### config.mk
export PLATFORM = sky130hd
export DESIGN_NAME = ttt_turn_ctrl_flat
export DESIGN_NICKNAME = d
export VERILOG_FILES = /design/src/rtl/ttt_turn_ctrl_if.sv /design/src/rtl/ttt_turn_ctrl.sv /design/src/flat_wrapper.sv
export SDC_FILE = /design/constraint.sdc
export NUM_CORES = 1
export LEC_CHECK = 0
export BUFFER_PORTS_ARGS = -buffer_cell sky130_fd_sc_hd__buf_2
export CAP_MARGIN = 20
export CORE_UTILIZATION = 50
export CTS_CLUSTER_DIAMETER = 80
export DETAILED_ROUTE_END_ITERATION = 16
export PLACE_DENSITY = 0.77
export SYNTH_ARGS = -nofsm -noshare
export SYNTH_HDL_FRONTEND = slang
export SYNTH_SLANG_ARGS = --single-unit
### constraint.sdc
create_clock -name clock -period 2.35 [get_ports clock]
set_input_delay 0.3525 -clock clock [delete_from_list [all_inputs] [get_ports clock]]
set_output_delay 0.3525 -clock clock [all_outputs]
set_load 0.05 [all_outputs]
### src/rtl/ttt_turn_ctrl_if.sv
// Move-request, board-occupancy and board-write signals between the turn
// controller (slave) and the player/board side (master).
interface ttt_turn_ctrl_if;
  logic       start_pulse;
  logic       player1;
  logic [3:0] player1_pos;
  logic       player2;
  logic [3:0] player2_pos;
  logic [8:0] occupied;
  logic [1:0] winner;

  logic       clr_board;
  logic       wr_en;
  logic [3:0] wr_pos;
  logic [1:0] wr_mark;
  logic [1:0] turn;
  logic [3:0] move_count;
  logic       reject;
  logic       timeout;
  logic       game_over;
  logic       draw;

  modport master (
    output start_pulse, player1, player1_pos, player2, player2_pos,
           occupied, winner,
    input  clr_board, wr_en, wr_pos, wr_mark, turn, move_count,
           reject, timeout, game_over, draw
  );

  modport slave (
    input  start_pulse, player1, player1_pos, player2, player2_pos,
           occupied, winner,
    output clr_board, wr_en, wr_pos, wr_mark, turn, move_count,
           reject, timeout, game_over, draw
  );
endinterface

### src/rtl/ttt_turn_ctrl.sv
// Tic-tac-toe turn sequencer: alternates players, validates moves against
// board occupancy, auto-moves on turn timeout and ends on win or full board.
module ttt_turn_ctrl #(
  parameter int unsigned TURN_CYCLES = 1000,
  parameter int unsigned TW          = $clog2(TURN_CYCLES)
) (
  input  logic           clock,
  input  logic           reset,
  ttt_turn_ctrl_if.slave bus
);

  typedef enum logic [2:0] {IDLE, TURN, WRITE, CHECK, DONE} state_t;
  typedef enum logic [1:0] {MARK_P1 = 2'b01, MARK_P2 = 2'b10} mark_t;

  localparam logic [TW-1:0] TIMER_LOAD = TW'(TURN_CYCLES - 1);

  state_t        state;
  mark_t         cur_player;
  logic [TW-1:0] timer;

  logic       clr_board;
  logic       wr_en;
  logic [3:0] wr_pos;
  logic [1:0] wr_mark;
  logic [1:0] turn;
  logic [3:0] move_count;
  logic       reject;
  logic       timeout;
  logic       game_over;
  logic       draw;

  logic       act_req;
  logic [3:0] act_pos;
  logic       req_legal;
  logic       free_found;
  logic [3:0] free_idx;
  logic       winner_valid;
  mark_t      next_player;

  // Only the active player's request is examined; out-of-range cells never index occupancy.
  always_comb begin
    act_req      = (cur_player == MARK_P1) ? bus.player1     : bus.player2;
    act_pos      = (cur_player == MARK_P1) ? bus.player1_pos : bus.player2_pos;
    req_legal    = act_req && (act_pos <= 4'd8) && !bus.occupied[act_pos];
    winner_valid = (bus.winner == 2'b01) || (bus.winner == 2'b10);
    next_player  = (cur_player == MARK_P1) ? MARK_P2 : MARK_P1;
  end

  always_comb begin
    free_found = 1'b0;
    free_idx   = '0;
    for (int unsigned i = 0; i < 9; i++) begin
      if (!free_found && !bus.occupied[4'(i)]) begin
        free_found = 1'b1;
        free_idx   = 4'(i);
      end
    end
  end

  always_ff @(posedge clock or posedge reset) begin
    if (reset) begin
      state      <= IDLE;
      cur_player <= MARK_P1;
      timer      <= '0;
      clr_board  <= 1'b0;
      wr_en      <= 1'b0;
      wr_pos     <= '0;
      wr_mark    <= '0;
      turn       <= '0;
      move_count <= '0;
      reject     <= 1'b0;
      timeout    <= 1'b0;
      game_over  <= 1'b0;
      draw       <= 1'b0;
    end else begin
      clr_board <= 1'b0;
      wr_en     <= 1'b0;
      reject    <= 1'b0;
      timeout   <= 1'b0;

      case (state)
        IDLE, DONE: begin
          turn <= '0;
          if (bus.start_pulse) begin
            clr_board  <= 1'b1;
            move_count <= '0;
            game_over  <= 1'b0;
            draw       <= 1'b0;
            cur_player <= MARK_P1;
            timer      <= TIMER_LOAD;
            turn       <= MARK_P1;
            state      <= TURN;
          end
        end

        TURN: begin
          // A legal request beats the timeout; an illegal one at timer=0 just times out.
          if (req_legal) begin
            wr_pos  <= act_pos;
            wr_mark <= cur_player;
            wr_en   <= 1'b1;
            turn    <= '0;
            state   <= WRITE;
          end else if (timer == '0) begin
            turn <= '0;
            if (free_found) begin
              wr_pos  <= free_idx;
              wr_mark <= cur_player;
              wr_en   <= 1'b1;
              timeout <= 1'b1;
              state   <= WRITE;
            end else begin
              game_over <= 1'b1;
              draw      <= 1'b1;
              state     <= DONE;
            end
          end else begin
            timer  <= timer - 1'b1;
            reject <= act_req;
          end
        end

        WRITE: begin
          move_count <= move_count + 4'd1;
          state      <= CHECK;
        end

        CHECK: begin
          if (winner_valid) begin
            game_over <= 1'b1;
            draw      <= 1'b0;
            state     <= DONE;
          end else if (move_count == 4'd9) begin
            game_over <= 1'b1;
            draw      <= 1'b1;
            state     <= DONE;
          end else begin
            cur_player <= next_player;
            turn       <= next_player;
            timer      <= TIMER_LOAD;
            state      <= TURN;
          end
        end

        default: state <= IDLE;
      endcase
    end
  end

  assign bus.clr_board  = clr_board;
  assign bus.wr_en      = wr_en;
  assign bus.wr_pos     = wr_pos;
  assign bus.wr_mark    = wr_mark;
  assign bus.turn       = turn;
  assign bus.move_count = move_count;
  assign bus.reject     = reject;
  assign bus.timeout    = timeout;
  assign bus.game_over  = game_over;
  assign bus.draw       = draw;

endmodule

### src/flat_wrapper.sv
// flat-port wrapper written by rule: the top's interface ports become plain ports
module ttt_turn_ctrl_flat 
#(
  parameter int unsigned TURN_CYCLES = 1000,
  parameter int unsigned TW          = $clog2(TURN_CYCLES)
)
  (clock, reset, bus_start_pulse, bus_player1, bus_player1_pos, bus_player2, bus_player2_pos, bus_occupied, bus_winner, bus_clr_board, bus_wr_en, bus_wr_pos, bus_wr_mark, bus_turn, bus_move_count, bus_reject, bus_timeout, bus_game_over, bus_draw);
  ttt_turn_ctrl_if bus_i ();
  input  logic clock;
  input  logic reset;
  input wire logic [$bits(bus_i.start_pulse)-1:0] bus_start_pulse;
  input wire logic [$bits(bus_i.player1)-1:0] bus_player1;
  input wire logic [$bits(bus_i.player1_pos)-1:0] bus_player1_pos;
  input wire logic [$bits(bus_i.player2)-1:0] bus_player2;
  input wire logic [$bits(bus_i.player2_pos)-1:0] bus_player2_pos;
  input wire logic [$bits(bus_i.occupied)-1:0] bus_occupied;
  input wire logic [$bits(bus_i.winner)-1:0] bus_winner;
  output wire logic [$bits(bus_i.clr_board)-1:0] bus_clr_board;
  output wire logic [$bits(bus_i.wr_en)-1:0] bus_wr_en;
  output wire logic [$bits(bus_i.wr_pos)-1:0] bus_wr_pos;
  output wire logic [$bits(bus_i.wr_mark)-1:0] bus_wr_mark;
  output wire logic [$bits(bus_i.turn)-1:0] bus_turn;
  output wire logic [$bits(bus_i.move_count)-1:0] bus_move_count;
  output wire logic [$bits(bus_i.reject)-1:0] bus_reject;
  output wire logic [$bits(bus_i.timeout)-1:0] bus_timeout;
  output wire logic [$bits(bus_i.game_over)-1:0] bus_game_over;
  output wire logic [$bits(bus_i.draw)-1:0] bus_draw;
  assign bus_i.start_pulse = bus_start_pulse;
  assign bus_i.player1 = bus_player1;
  assign bus_i.player1_pos = bus_player1_pos;
  assign bus_i.player2 = bus_player2;
  assign bus_i.player2_pos = bus_player2_pos;
  assign bus_i.occupied = bus_occupied;
  assign bus_i.winner = bus_winner;
  assign bus_clr_board = bus_i.clr_board;
  assign bus_wr_en = bus_i.wr_en;
  assign bus_wr_pos = bus_i.wr_pos;
  assign bus_wr_mark = bus_i.wr_mark;
  assign bus_turn = bus_i.turn;
  assign bus_move_count = bus_i.move_count;
  assign bus_reject = bus_i.reject;
  assign bus_timeout = bus_i.timeout;
  assign bus_game_over = bus_i.game_over;
  assign bus_draw = bus_i.draw;
  ttt_turn_ctrl #(.TURN_CYCLES(TURN_CYCLES), .TW(TW)) u_core (.clock(clock), .reset(reset), .bus(bus_i));
endmodule
# Word-level counts from Yosys, hierarchy flattened
# Index checks and enable logic that the tools add are counted.
[word_totals] latch_bits=0 mem_bits_rw=0 mem_count=0 word_cells=147 out_inout_bits=18 reg_bits=33 rom_bits=0
[classes] div_mod_pow=0 magnitude_cmp=2 mul=0 n_addsub=2 n_shift=0 muxes=71 eq_ne=17 n_reduce_logical=42 bitwise=0
[ops] operator="$mux W10" n=5
[ops] operator="$mux W1" n=31
[ops] operator="$mux W3" n=10
[ops] operator="$pmux W10 S3" n=1
[ops] operator="$mux W4" n=6
[ops] operator="$mux W2" n=11
[ops] operator="$logic_not A1 Y1" n=16
[ops] operator="$ne A2 B2 Y1 const B" n=6
[ops] operator="$pmux W3 S4" n=1
[ops] operator="$reduce_and A6 Y1" n=2
[ops] operator="$logic_and A1 B1 Y1" n=10
[ops] operator="$logic_not A10 Y1" n=1
[ops] operator="$sub A10 B1 Y10 const B" n=1
[ops] operator="$pmux W4 S2" n=1
[ops] operator="$reduce_and A4 Y1" n=2
[ops] operator="$reduce_bool A2 Y1" n=4
[ops] operator="$eq A3 B2 Y1 const B" n=2
[ops] operator="$ne A3 B1 Y1 const B" n=2
[ops] operator="$pmux W1 S3" n=2
[ops] operator="$pmux W2 S3" n=1
[ops] operator="$lt A4 B5 Y1 const B" n=1
[ops] operator="$add A4 B1 Y4 const B" n=1
[ops] operator="$bmux W1 S4" n=1
[ops] operator="$eq A2 B1 Y1 const B" n=2
[ops] operator="other kinds (13)" n=14

# Depth between registers and ports, before layout
[logic_depth] depth_word=28 ltp_mapped=9

# Least setup slack after synthesis
# No wires, ideal clock.
[synth_path] path_kind="register to register" startpoint="register u_core.cur_player[0]" endpoint="register u_core.wr_pos[2], in the netlist u_core.bus.wr_pos[2]" stages_incl_launch_ff=9 setup_ps=125 t_arrival_ps=2314 slack_ps=-88 path_cell_list="dfstp_2 > nor2b_4 > mux2_2 > or4_4 > buf_6 > o21ai_4 > a21o_1 > buf_4 > mux2_2"
[synth_via] elab_chain_len=8 elab_cells_between_ends=13
[synth_lines] item="from (decl)" line="ttt_turn_ctrl.sv:18" rtl="mark_t cur_player;"
[synth_lines] item="from (signal assigned)" line="ttt_turn_ctrl.sv:138" rtl="cur_player <= next_player;"
[synth_lines] item="$eq A2 B1 Y1 *" line="ttt_turn_ctrl.sv:42, ttt_turn_ctrl.sv:43"
[synth_lines] item="$mux W4" line="ttt_turn_ctrl.sv:43" rtl="act_pos = (cur_player == MARK_P1) ? bus.player1_pos : bus.player2_pos;"
[synth_lines] item="$bmux W1 S4" line="ttt_turn_ctrl.sv:44" rtl="req_legal = act_req && (act_pos <= 4'd8) && !bus.occupied[act_pos];"
[synth_lines] item="$mux W1 (not written as such)" line="ttt_turn_ctrl.sv:44"
[synth_lines] item="$logic_not A1 Y1" line="ttt_turn_ctrl.sv:44"
[synth_lines] item="$logic_and A1 B1 Y1" line="ttt_turn_ctrl.sv:44"
[synth_lines] item="$reduce_bool A2 Y1 (no source line)"
[synth_lines] item="$reduce_and A3 Y1 (no source line)"
[synth_lines] item="to (signal assigned)" line="ttt_turn_ctrl.sv:99" rtl="wr_pos <= act_pos;"
[synth_lines] item="to (signal assigned)" line="ttt_turn_ctrl.sv:107" rtl="wr_pos <= free_idx;"
[synth_lines] item="to (decl)" line="ttt_turn_ctrl.sv:23" rtl="logic [3:0] wr_pos;"
# Every way passes the cells marked *; elsewhere a longest branch is shown, timed or not. The select of a mux whose other input is x is not followed.
# A chain may end at the register's enable or synchronous reset.

# Worst setup path in the final report
[layout_path] startpoint="register u_core.cur_player[0]" endpoint="register u_core.wr_mark[0], in the netlist u_core.bus.wr_mark[0]"
[layout_via] elab_chain_len=8 elab_cells_between_ends=15
[layout_lines] item="$eq A2 B1 Y1" line="ttt_turn_ctrl.sv:42, ttt_turn_ctrl.sv:43"
[layout_lines] item="$mux W4" line="ttt_turn_ctrl.sv:43"
[layout_lines] item="$bmux W1 S4" line="ttt_turn_ctrl.sv:44"
[layout_lines] item="$mux W1 (not written as such)" line="ttt_turn_ctrl.sv:44"
[layout_lines] item="$logic_not A1 Y1" line="ttt_turn_ctrl.sv:44"
[layout_lines] item="$logic_and A1 B1 Y1" line="ttt_turn_ctrl.sv:44"
[layout_lines] item="$reduce_bool A2 Y1 (no source line)"
[layout_lines] item="$reduce_and A3 Y1 (no source line)"
[layout_lines] item="to (signal assigned)" line="ttt_turn_ctrl.sv:100" rtl="wr_mark <= cur_player;"
[layout_lines] item="to (signal assigned)" line="ttt_turn_ctrl.sv:108" rtl="wr_mark <= cur_player;"
[layout_lines] item="to (decl)" line="ttt_turn_ctrl.sv:24" rtl="logic [1:0] wr_mark;"
# Several ways; a longest one is shown, not always the timed one. The select of a mux whose other input is x is not followed.

==> results.md <==
Timing
* **setup repair after global routing missed its margin** yes
* **number of pins exceeding their max-slew limit in the final report** 0
* **Setup TNS Final** -0.5190 ns
* **pin slew with the least headroom to its limit** 0.4748 ns
* **Clock Skews** 0.002995 ns
* **relative slew slack** 0.6811
* **final worst-path cycle share** 1.037
* **final hold violation count** 0
* **minimum setup slack in the final design** -0.08592 ns
* **Fmax** 410.5 MHz
* **shortest period the worst path allows** 2.436 ns
* **final-report setup violation count** 15

Power
* **P_leak** 0.001378 uW
* **highest ir drop seen on vdd** 0.9795 mV
* **overall power** 4044 uW
* **power density relative to cell area** 1346 nW/um^2

Floorplanning
* **total core area** 4354 um^2
* **die width** 69.23 um
* **floorplan die area** 4792 um^2
* **Initial Util** 0.5190
* **standard-cell row count** 24
* **vertical die dimension** 69.23 um
* **io pins** 42

Routing
* **count of vias placed by the detailed router** 2,277
* **post-route DRC violation count** 0
* **post-route antenna net violation count** 0
* **violation count after the first detailed-routing iteration** 168
* **number of detailed-route iterations in the first pass** 4
* **routed len/inst** 16.02 um
* **vias per std cell** 5.945
* **final wirelength** 6135 um

Cells and area
* **Nets** 359
* **number of standard cells in the layout, taps in and fillers out** 383
* **most common cell after layout, fill and taps aside** buf_2
* **layout filler cell count** 335
* **end-of-flow core utilization** 0.6899
* **commonest cells after routing, fill and taps aside** buf_2 (41), dfrtp_1 (32), buf_4 (29), nand2_1 (25), a21oi_1 (20)
* **diode count** 0
* **layout cells sized above 1** 0.3565
* **synth-to-layout area growth** 32.95%

Global route
* **largest net degree at the start of global routing** 34
* **global-route wire length before repair** 9956 um
* **initial antenna violation count** 0
* **met2 track demand over resource in global routing** 0.4304
* **via count of the first global-routing pass** 2,125
* **GRT Util Overall** 0.2577
* **GR peak layer** met2
* **met3 Track Usage GR** 0.05233
* **aggregate global routing overflow** 0
* **met1 usage** 0.3397

Setup path
* **ordered cell list for the critical path** nor2b_4 > buf_6 > mux2_4 > o211ai_1 > nand3_2 > buf_6 > o21ai_4 > a21o_4 > mux2_1
* **combined buffer and inverter count along the critical path** 2
* **slowest library cell on the worst path** dfstp_2
* **cell repeated most along the worst path** buf_6
* **peak fanout along the critical path** 5
* **Critical Setup Path Class** reg2reg
* **Worst path max stage delay** 0.53 ns
* **Crit path max-delay family** multiplexers
* **Arr. time, crit path** 2.61 ns
* **category of the worst setup path capture point** flop
* **data required time at the worst endpoint** 2.52 ns
* **critical path startpoint category** flop

Placement
* **final estimated routing congestion in global placement** 0.8832
* **placed cell count** 370
* **total of buffers placed on input and output ports** 41
* **dpl hpwl** 4386 um

Synth
* **Net Count, Synth** 288
* **sequential element share of the synthesized area** 0.3660
* **Main synth FF type** dfrtp_1
* **number of enable flip-flop cells after synthesis** 0
* **count of yosys warnings during synthesis** 0
* **average cell area after synthesis** 8.691 um^2
* **Post-Synthesis Cell Area** 2260 um^2
* **share of synthesized registers carrying an async set or reset** 1.000
* **dominant cell type by area after synthesis** dfrtp_1
* **flip-flop and latch count after synthesis** 33
* **Unique masters post-synth** 64
* **gate count of the mapped netlist** 260
* **share of the synthesized area in the top cell type** 0.3544
* **Area contributors post-synth** dfrtp_1 (35%), a21oi_1 (4.7%), nand2_1 (4.2%), mux2i_1 (4.0%), inv_1 (2.8%)

Clocking
* **clock buffers created by TritonCTS** 5
* **CTS tree** done
* **H-tree levels** 2
* **Longest Clk Path Bufs** 2
* **number of clock sinks** 33
* **clock latency on the worst-skew pair** 0.28 ns
* **Clock Tree Root** clkbuf_8
* **clock-pin slew on the worst setup and hold paths** 0.06 ns

Flow run
* **total of max-cap violations** 0

Outcome
* **violated checks** negative setup slack
* **run status** finished with violations

Worst hold path
* **Min-Delay Path Class** in2async

[final cells by class]
type	count	area [um^2]	area share
Clock buffer	7	86.33	0.02874
Multi-Input combinational cell	199	1483	0.4935
Sequential cell	33	827.0	0.2753
Inverter	17	63.81	0.02124
Timing Repair Buffer	75	479.2	0.1595
Tap cell	52	65.06	0.02166
[per-layer routing]
metal  wire (um)  part of all wire
met1        2735              0.45
met2        2958              0.48
met3         324             0.053
met4         116             0.019
met5           0                 0
[synth_stat cells, types with 2 or more instances]
master and n:
o22a_1 2, o21ai_0 10, mux2_4 2, buf_1 2, o211ai_1 5, a21o_1 2, o31ai_1 2, a22oi_1 2
o22ai_1 4, a31oi_1 8, o41ai_1 5, nand2b_1 9, and2_1 3, a21oi_1 21, mux2_2 2, ha_1 4
clkbuf_1 5, or3b_1 2, inv_1 17, nand4_1 3, a211oi_1 5, mux2i_1 9, o21ai_1 3, and4_1 2
mux2_1 2, nor2b_1 2, nand2_1 25, a311o_1 2, buf_4 2, nor2_1 16, dfrtp_1 32, nor3_1 12
nand3_1 7
[cells by family after synthesis]
group,after synthesis,share of synthesized area
adders and majority gates,4,0.02215
xor gates and xnor gates,1,0.003877
buffers and inverters,28,0.05371
AOI/OAI and AO/OA,86,0.2608
muxes,15,0.07309
DFF,33,0.3660
and+or+nand+nor,93,0.2204
[final timing paths]
path / slack [ns] / to / cells past startpoint / startpoint
worst max register to register: -0.09 / u_core.bus.wr_mark[0]$_DFFE_PP0P_ / 9 / u_core.cur_player[0]$_DFFE_PP1P_
worst min register to register: 0.49 / u_core.bus.wr_mark[0]$_DFFE_PP0P_ / 1 / u_core.bus.wr_mark[0]$_DFFE_PP0P_
worst min-delay path: 0.15 / u_core.bus.wr_pos[3]$_DFFE_PP0P_ / 3 / reset
worst max-delay path: -0.09 / u_core.bus.wr_mark[0]$_DFFE_PP0P_ / 9 / u_core.cur_player[0]$_DFFE_PP1P_
min in group clock: 0.32 / u_core.state[2]$_DFFE_PP0P_ / 2 / bus_start_pulse
max in group asynchronous: 1.87 / u_core.cur_player[0]$_DFFE_PP1P_ / 3 / reset
[per-stage QoR]
| stage | cell area, um^2 | hold WS, ns | setup slack (ns) |
|---|---|---|---|
| CTS | 2879 | 0.1626 | -0.04354 |
| finish | 3004 | 0.1487 | -0.08592 |
| global placement | 2686 | 0.4645 | -0.04030 |
| floorplan | 2267 | 0.4365 | -0.08187 |
| global route | 3004 | 0.1912 | -0.1682 |
| detailed placement | 2686 | 0.4623 | -0.08526 |
[timing repair]
action | CTS | global route
pin swaps | 16 | 10
resized for setup | 16 | 18
endpoints found under the setup margin | 13 | 21
hold buffers | 0 | 0
buffers inserted | 4 | 2
[worst min-delay path: stages]
cell,delay (ns)
buf_2,0.09
inv_1,0.04
buf_4,0.37
[state kept, by name (all words and copies together) (netlist names), 2 cells and up]
| signal | flops |
|---|---|
| u_core.bus.wr_mark | 2 |
| u_core.cur_player | 2 |
| u_core.bus.turn | 2 |
| u_core.bus.wr_pos | 4 |
| u_core.timer | 10 |
| u_core.bus.move_count | 4 |
| u_core.state | 3 |
[power breakdown]
group          switching [uW]  total, uW  internal (uW)
combinational            1580       2590           1010
sequential                216       1020            803
clock                     200        432            232
total                    2000       4040           2050
(Power assumes the default switching activity.)
